**src/rtl/anc_pkg.sv**
```systemverilog
// Shared types and constants for the ANC per-sample control blocks.
// Pure declarations: no logic, no latency.
package anc_pkg;

  typedef enum logic [2:0] {
    IDLE     = 3'd0,
    LP_WAIT  = 3'd1,
    LMS_WAIT = 3'd2,
    FIR_WAIT = 3'd3,
    DLY_WAIT = 3'd4
  } anc_seq_state_t;

  // 100 MHz core clock over a 64 kHz sample rate.
  localparam int SAMPLE_PERIOD_CYCLES   = 1562;
  localparam int TIMEOUT_CYCLES_DEFAULT = 1500;

endpackage

```
**src/rtl/stage_watchdog.sv**
```systemverilog
// Loadable stall timer: cleared on load, counts while run is high, flags expire on its last cycle.
// expire is a decode of the registered count, valid in the same cycle as the final count value.
module stage_watchdog #(
  parameter int LIMIT = 1500
) (
  input  logic clk,
  input  logic rst_n,
  input  logic load,
  input  logic run,
  output logic expire
);

  localparam int CW = $clog2(LIMIT + 1);

  logic [CW-1:0] count;

  assign expire = run && (count == CW'(LIMIT - 1));

  always_ff @(posedge clk or negedge rst_n) begin
    if (!rst_n) begin
      count <= '0;
    end else if (load) begin
      count <= '0;
    end else if (run && !expire) begin
      count <= count + 1'b1;
    end
  end

endmodule

```
**src/rtl/anc_frame_sequencer.sv**
```systemverilog
// Per-sample sequencer for the ANC chain: lowpass -> NLMS (optional) -> FIR -> delay/scale.
// One cycle of overhead per stage; stalled stages abort the frame, early samples are dropped and counted.
module anc_frame_sequencer
  import anc_pkg::*;
#(
  parameter int TIMEOUT_CYCLES = TIMEOUT_CYCLES_DEFAULT,
  parameter int LAT_W          = 16
) (
  input  logic             clk_in,
  input  logic             rst_n_in,
  input  logic             sample_pulse_in,
  input  logic             adapt_en_in,
  input  logic             clear_in,
  input  logic             lp_done_in,
  input  logic             lms_done_in,
  input  logic             fir_done_in,
  input  logic             dly_done_in,
  output logic             lp_start_out,
  output logic             lms_start_out,
  output logic             fir_start_out,
  output logic             dly_start_out,
  output logic             busy_out,
  output logic             abort_out,
  output logic             overrun_out,
  output logic             timeout_out,
  output logic [7:0]       overrun_count_out,
  output logic [LAT_W-1:0] last_latency_out,
  output logic [LAT_W-1:0] max_latency_out
);

  anc_seq_state_t   state;
  logic             adapt_q;
  logic [LAT_W-1:0] lat_cnt;
  logic [LAT_W-1:0] lat_next;
  logic             frame_done;
  logic             new_accept;
  logic             overrun_evt;
  logic             timeout_evt;
  logic             wd_load;
  logic             wd_run;
  logic             wd_expire;

  always_comb begin
    frame_done  = (state == DLY_WAIT) && dly_done_in;
    new_accept  = sample_pulse_in && ((state == IDLE) || frame_done);
    overrun_evt = sample_pulse_in && !new_accept;
    wd_run      = (state != IDLE);
    wd_load     = new_accept
                || ((state == LP_WAIT)  && lp_done_in)
                || ((state == LMS_WAIT) && lms_done_in)
                || ((state == FIR_WAIT) && fir_done_in);
    // A matching done in the expiry cycle always beats the timeout.
    timeout_evt = wd_expire && !wd_load && !frame_done;
    lat_next    = (&lat_cnt) ? lat_cnt : lat_cnt + 1'b1;
  end

  stage_watchdog #(
    .LIMIT (TIMEOUT_CYCLES)
  ) u_watchdog (
    .clk    (clk_in),
    .rst_n  (rst_n_in),
    .load   (wd_load),
    .run    (wd_run),
    .expire (wd_expire)
  );

  always_ff @(posedge clk_in or negedge rst_n_in) begin
    if (!rst_n_in) begin
      state            <= IDLE;
      adapt_q          <= 1'b0;
      lp_start_out     <= 1'b0;
      lms_start_out    <= 1'b0;
      fir_start_out    <= 1'b0;
      dly_start_out    <= 1'b0;
      busy_out         <= 1'b0;
      abort_out        <= 1'b0;
      lat_cnt          <= '0;
      last_latency_out <= '0;
    end else begin
      lp_start_out  <= 1'b0;
      lms_start_out <= 1'b0;
      fir_start_out <= 1'b0;
      dly_start_out <= 1'b0;
      abort_out     <= 1'b0;

      if (new_accept) begin
        lat_cnt <= '0;
      end else if (state != IDLE) begin
        lat_cnt <= lat_next;
      end

      if (timeout_evt) begin
        state     <= IDLE;
        busy_out  <= 1'b0;
        abort_out <= 1'b1;
      end else begin
        case (state)
          IDLE: begin
            if (sample_pulse_in) begin
              adapt_q      <= adapt_en_in;
              lp_start_out <= 1'b1;
              busy_out     <= 1'b1;
              state        <= LP_WAIT;
            end
          end
          LP_WAIT: begin
            if (lp_done_in) begin
              if (adapt_q) begin
                lms_start_out <= 1'b1;
                state         <= LMS_WAIT;
              end else begin
                fir_start_out <= 1'b1;
                state         <= FIR_WAIT;
              end
            end
          end
          LMS_WAIT: begin
            if (lms_done_in) begin
              fir_start_out <= 1'b1;
              state         <= FIR_WAIT;
            end
          end
          FIR_WAIT: begin
            if (fir_done_in) begin
              dly_start_out <= 1'b1;
              state         <= DLY_WAIT;
            end
          end
          DLY_WAIT: begin
            if (dly_done_in) begin
              last_latency_out <= lat_next;
              if (sample_pulse_in) begin
                adapt_q      <= adapt_en_in;
                lp_start_out <= 1'b1;
                state        <= LP_WAIT;
              end else begin
                busy_out <= 1'b0;
                state    <= IDLE;
              end
            end
          end
          default: begin
            busy_out <= 1'b0;
            state    <= IDLE;
          end
        endcase
      end
    end
  end

  // Sticky status: a set event in the same cycle as clear_in takes precedence.
  always_ff @(posedge clk_in or negedge rst_n_in) begin
    if (!rst_n_in) begin
      overrun_out       <= 1'b0;
      timeout_out       <= 1'b0;
      overrun_count_out <= '0;
      max_latency_out   <= '0;
    end else begin
      if (overrun_evt) begin
        overrun_out <= 1'b1;
        if (clear_in) begin
          overrun_count_out <= 8'd1;
        end else if (overrun_count_out != 8'hFF) begin
          overrun_count_out <= overrun_count_out + 8'd1;
        end
      end else if (clear_in) begin
        overrun_out       <= 1'b0;
        overrun_count_out <= '0;
      end

      if (timeout_evt) begin
        timeout_out <= 1'b1;
      end else if (clear_in) begin
        timeout_out <= 1'b0;
      end

      if (frame_done && (clear_in || (lat_next > max_latency_out))) begin
        max_latency_out <= lat_next;
      end else if (clear_in) begin
        max_latency_out <= '0;
      end
    end
  end

endmodule

```
**config.mk**
```make
export PLATFORM = sky130hd
export DESIGN_NAME = anc_frame_sequencer
export DESIGN_NICKNAME = d
export VERILOG_FILES = /design/src/rtl/anc_pkg.sv /design/src/rtl/stage_watchdog.sv /design/src/rtl/anc_frame_sequencer.sv
export SDC_FILE = /design/constraint.sdc
export NUM_CORES = 1
export LEC_CHECK = 0
export ABC_AREA = 0
export CORE_AREA = 4 4 104 106
export CTS_BUF_LIST = sky130_fd_sc_hd__clkbuf_16
export DETAILED_ROUTE_END_ITERATION = 6
export DIE_AREA = 0 0 108 110
export GPL_TIMING_DRIVEN = 1
export PLACE_DENSITY = 0.71
export RECOVER_POWER = 50
export SKIP_LAST_GASP = 1
export SLEW_MARGIN = 40
export SYNTH_ARGS = -nofsm -noshare
export SYNTH_HDL_FRONTEND = slang
export SYNTH_SLANG_ARGS = --single-unit
```
**constraint.sdc**
```tcl
create_clock -name clk_in -period 3.15 [get_ports clk_in]
set_input_delay 0.315 -clock clk_in [delete_from_list [all_inputs] [get_ports clk_in]]
set_output_delay 0.315 -clock clk_in [all_outputs]
set_load 0.02 [all_outputs]
```
Yosys cells after proc, flatten, opt, wreduce, memory -nomap -nowiden --
Cells that the tools add are included.
Storage, ports and cells: output and inout bits 48, register bits after elaboration 79, word-level logic and storage cells 118, bits of input ports 9
Operators by class: $lt $le $gt $ge 1, reduce and logical (&&, ||, !) cells 36, equality and inequality tests 14, bitwise gates (word level) 1, multiplexer cells 48, add/subtract/negate cells 3
Operator list (number):
- $mux W16 | 5
- $mux W8 | 4
- $mux W1 | 26
- $mux W11 | 2
- $mux W3 | 6
- $ne A3 B3 Y1 const B | 6
- $add A16 B1 Y16 const B | 1
- $gt A16 B16 Y1 | 1
- $reduce_and A16 Y1 | 1
- $pmux W3 S5 | 1
- $reduce_bool A2 Y1 | 7
- $add A11 B1 Y11 const B | 1
- $eq A11 B11 Y1 const B | 1
- $logic_and A1 B1 Y1 | 11
- $add A8 B1 Y8 const B | 1
- $ne A8 B8 Y1 const B | 1
- $eq A3 B2 Y1 const B | 2
- $pmux W1 S2 | 3
- $reduce_and A3 Y1 | 2
- $logic_or A1 B1 Y1 | 5
- $reduce_and A5 Y1 | 1
- $logic_not A1 Y1 | 4
- $reduce_and A4 Y1 | 1
- $eq A3 B1 Y1 const B | 1
- 9 further kinds | 9

Depth between registers and ports, before layout --
depth in word-level cells 12, mapped depth 15, depth with buffers taken out 14

Hierarchy --
A second synthesis with hierarchy kept.
Second synthesis, totals: cell total of the unflattened synthesis 433, area, all modules 4154.0 sq um
By module, submodules not included:
- anc_frame_sequencer | sequential area each 1701.6 sq um, times used 1, area each 3545.9 sq um, cells each 370
- stage_watchdog | sequential area each 275.3 sq um, times used 1, area each 608.1 sq um, cells each 63

Worst setup path before layout --
OpenSTA, ideal clock, no wires.
kind reg2reg, start point register lat_cnt[0], end point register max_latency_out[5], cell stages (with the launch flop) 16, data required time 3029 ps, library setup time 121 ps, clock period less this slack 3185 ps, setup slack -35 ps, path buffers 1, arrival time 3064 ps, path through dfrtp_1 ha_1 nand3_1 nor2_1 a31oi_4 and3_1 xnor2_1 inv_1 ha_1 nand4_1 nor3_1 a21boi_0 or4_4 and2_4 buf_6 a22o_1
On the way: cells in the longest elaborated chain, start to end 6, elaborated cells between the ends (all ways) 8, classes of those cells add/sub: 1; order compare: 1; mux: 2; reduce/logical: 4
Ends and longest elaborated chain:
- start: declaration | line anc_frame_sequencer.sv:33 | logic [LAT_W-1:0] lat_cnt;
- start signal: assignment | line anc_frame_sequencer.sv:89 | lat_cnt <= lat_next;
- $add A16 B1 Y16 or $reduce_and A16 Y1 (tied branches) | line anc_frame_sequencer.sv:54 | lat_next = (&lat_cnt) ? lat_cnt : lat_cnt + 1'b1;
- $mux W16 * | line anc_frame_sequencer.sv:54
- net lat_next[11] | line anc_frame_sequencer.sv:34 | logic [LAT_W-1:0] lat_next;
- $gt A16 B16 Y1 * | line anc_frame_sequencer.sv:177 | if (frame_done && (clear_in || (lat_next > max_latency_out))) begin
- $logic_or A1 B1 Y1 * | line anc_frame_sequencer.sv:177
- $logic_and A1 B1 Y1 * | line anc_frame_sequencer.sv:177
- $mux W16 or $reduce_bool A2 Y1 (tied branches)
- end signal: assignment | line anc_frame_sequencer.sv:178 | max_latency_out <= lat_next;
- end: declaration | line anc_frame_sequencer.sv:28 | output logic [LAT_W-1:0] max_latency_out
The timed path passes the listed nets; every way through them passes the cells marked *. A chain may end at the register's enable or synchronous reset.

Worst setup path in the final report --
start point register lat_cnt[0], end point register max_latency_out[12]
The elaborated chain is that of the path after synthesis.

==> flow_metrics.env <==
export IMPL_antenna_found_initial=0
export IMPL_cts_inserted_buffers=9
export IMPL_cp_num_buf_inv=2
export IMPL_relSlewSlack=-0.2967
export IMPL_final_net_count=568
export IMPL_multiInputGateArea_um2=2151
export IMPL_dpl_hpwl_um=7352
export IMPL_grt_overflow=0
export IMPL_layout_drive_gt1_share=0.2316
export IMPL_max_stage_delay_ns=0.53
export IMPL_synth_edf_count=0
export IMPL_vias=3572
export IMPL_setup_tns_ns=-0.3030
export IMPL_drt_iter0_markers=197
export IMPL_crit_required_ns=3.37
export IMPL_hold_viol=0
export IMPL_io_pins=57
export IMPL_mappedNetlistNets=453
export IMPL_setup_viol=11
export IMPL_h_tree_depth=3
export IMPL_rsz0062_at_grt="yes"
export IMPL_start_util=0.4176
export IMPL_insertion_delay_ns=0.34
export IMPL_ys_seq_area_frac=0.4844
export IMPL_core_um2=9774
export IMPL_worst_path_max_fanout=6
export IMPL_wl_per_cell_um=16.45
export IMPL_worstMarginPinSlew_ns=1.945
export IMPL_grt_usage=0.1960
export IMPL_fill_cells=809
export IMPL_synth_cell_area_um2=4081
export IMPL_ir_drop_v=0.0004288
export IMPL_ys_async_sr_fraction=1.000
export IMPL_clock_sinks=79
export IMPL_synthTopCellsByArea="dfrtp_1 48%, ha_1 5.8%, nand2_1 4.7%"
export IMPL_yosys_top_cells_count="79 x dfrtp_1, 51 x nand2_1, 45 x nor2_1"
export IMPL_status="finished with violations"
export IMPL_rows=36
export IMPL_syn_inst=425
export IMPL_clk_path_buf_depth=2
export IMPL_slew_violations=80
export IMPL_critPathArrivalTime_ns=3.42
export IMPL_power_density_nw_per_um2=741.8
export IMPL_hold_buffers=0
export IMPL_io_buffers=56
export IMPL_cap_violations=1
export IMPL_yosysTopAreaCell="dfrtp_1"
export IMPL_die_area_um2=11880
export IMPL_diodes=0
export IMPL_crit_family="simple AND/OR/NAND/NOR gates"
export IMPL_drtPass1Iterations=5
export IMPL_finalWirelength_um=11140
export IMPL_max_freq_mhz=312.6
export IMPL_ys_warnings_count=0
export IMPL_die_h_um=110
export IMPL_hp_class="reg2reg"
export IMPL_worst_slack_ns=-0.04927
export IMPL_ys_seq_elements=79
export IMPL_fin_crit_sh=1.016
export IMPL_ant_nets=0
export IMPL_timing_clock_skew_ns=0.005655
export IMPL_slowest_stage="or4_4"
export IMPL_ys_types=51
export IMPL_cp_end_kind="flop"
export IMPL_regArea_um2=1977
export IMPL_synth_area_per_cell_um2=9.603
export IMPL_drc=0
export IMPL_synth_ff_type="dfrtp_1"
export IMPL_routabilityCongestion=0.8606
export IMPL_syn_to_final_growth_pct=40.10
export IMPL_clkTransAtPathRegs_ns=0.06
export IMPL_synth_top_area_frac=0.4844
export IMPL_fin_crit_ns=3.199
export IMPL_grt_pass1_wl_um=18310
export IMPL_total_power_mw=4.242
export IMPL_violations="max-capacitance violations, max-slew violations, negative setup slack"
export IMPL_via_per_inst=5.276
export IMPL_die_w_um=108
export IMPL_grt_max_degree=80
export IMPL_worstPathCellList="nand3_2 > or3_4 > a31oi_4 > xnor2_2 > buf_4 > inv_1 > ha_4 > a41o_1 > a21oi_2 > nor3_1 > or4_4 > and2_4 > a22o_1"
export IMPL_grt_pass1_vias=3638
export IMPL_total_leakage_power_nw=2.671
export IMPL_cts_tree="built"
export IMPL_start_kind="flop"
export IMPL_root_buffer="clkbuf_16"
export IMPL_synth_most_common_cell="dfrtp_1"
export IMPL_critical_path_class="reg2reg"
## logic make-up after synthesis
family | Yosys count | share of synthesized area
flops | 79 | 0.4844
fa+ha+maj | 19 | 0.05825
xor+xnor | 24 | 0.05150
mux | 10 | 0.02636
simple gates | 159 | 0.1861
compound gates | 87 | 0.1459
buf+inv | 47 | 0.04752
## report_power, final
part	switching, mW	internal [mW]	leakage [nW]
logic	1.01	0.853	1.45
clock network	0.396	0.600	0.146
registers	0.179	1.20	1.07
## per-stage QoR
stage	hold slack, ns	std cells	worst slack [ns]	area [um2]	util
after global routing	0.5198	677	-0.1626	5718	0.5850
after global placement	0.4651	649	-0.05885	5125	0.5243
after floorplan	0.01941	425	0.0002678	4099	-
after detailed placement	0.4029	649	-0.1231	5129	0.5247
final	0.4707	677	-0.04927	5718	0.5850
after CTS	0.05001	675	0.008301	5603	0.5732
## per-layer routing
metal / routed length (um) / GRT usage / vias to the layer above
met5: 0 / 0 / -
met4: 208 / 0.08296 / 0
met3: 549 / 0.03436 / 18
met2: 5196 / 0.3051 / 91
met1: 5181 / 0.2716 / 1761
li1: - / - / 1702
## cell usage in the layout, fill, tap and decap left out, types with 10 or more instances in the layout
cell type / Yosys / layout
nand2_1: 51 / 50
clkdlybuf4s50_1: 0 / 45
inv_1: 32 / 33
nor2_1: 45 / 43
nand3_1: 18 / 11
dfrtp_1: 79 / 79
a22o_1: 17 / 17
ha_1: 19 / 13
o21ai_0: 28 / 28
dlygate4sd3_1: 0 / 10
xnor2_1: 14 / 11
buf_4: 1 / 61
## sequential cells by signal (all words and copies together) (netlist names)
register / cells
lp_start_out: 1
overrun_count_out: 8
state: 3
fir_start_out: 1
dly_start_out: 1
timeout_out: 1
lat_cnt: 16
busy_out: 1
lms_start_out: 1
max_latency_out: 16
overrun_out: 1
abort_out: 1
adapt_q: 1
u_watchdog.count: 11
last_latency_out: 16
## tightest hold or removal path: stages, from the launching register on
cell and delay (ns):
dfrtp_1 0.33, nand2_1 0.04, o21ai_0 0.06
## worst paths after layout
check                                                        end                       startpoint  depth (start not counted)  slack [ns]
min in group asynchronous       last_latency_out[12]$_DFFE_PN0P_                         rst_n_in                          1        0.52
worst min register to register   last_latency_out[8]$_DFFE_PN0P_  last_latency_out[8]$_DFFE_PN0P_                          2        0.47
max in group asynchronous       overrun_count_out[1]$_DFFE_PN0P_                         rst_n_in                          1        1.47
worst min-delay path             last_latency_out[8]$_DFFE_PN0P_  last_latency_out[8]$_DFFE_PN0P_                          2        0.47
worst max-delay path             max_latency_out[12]$_DFFE_PN0P_           lat_cnt[0]$_DFFE_PN0P_                         13       -0.05
worst max register to register   max_latency_out[12]$_DFFE_PN0P_           lat_cnt[0]$_DFFE_PN0P_                         13       -0.05
## final cells by class
cell class,instances,share of cell area
tap,133,0.02910
clock inverter,6,0.009409
timing repair buffer,118,0.1792
inverter,32,0.02101
multi-input combinational,300,0.3761
sequential,79,0.3457
clock buffer,9,0.03939
## what timing repair did
item / in CTS / in global routing
pin swaps: 8 / 16
endpoints found under the hold margin: 0 / 0
gates resized for setup: 19 / 20
setup endpoints to repair: 16 / 16
gates cloned: 1 / 0
buffers inserted: 10 / 2
Power figures use the tool's default switching activity.
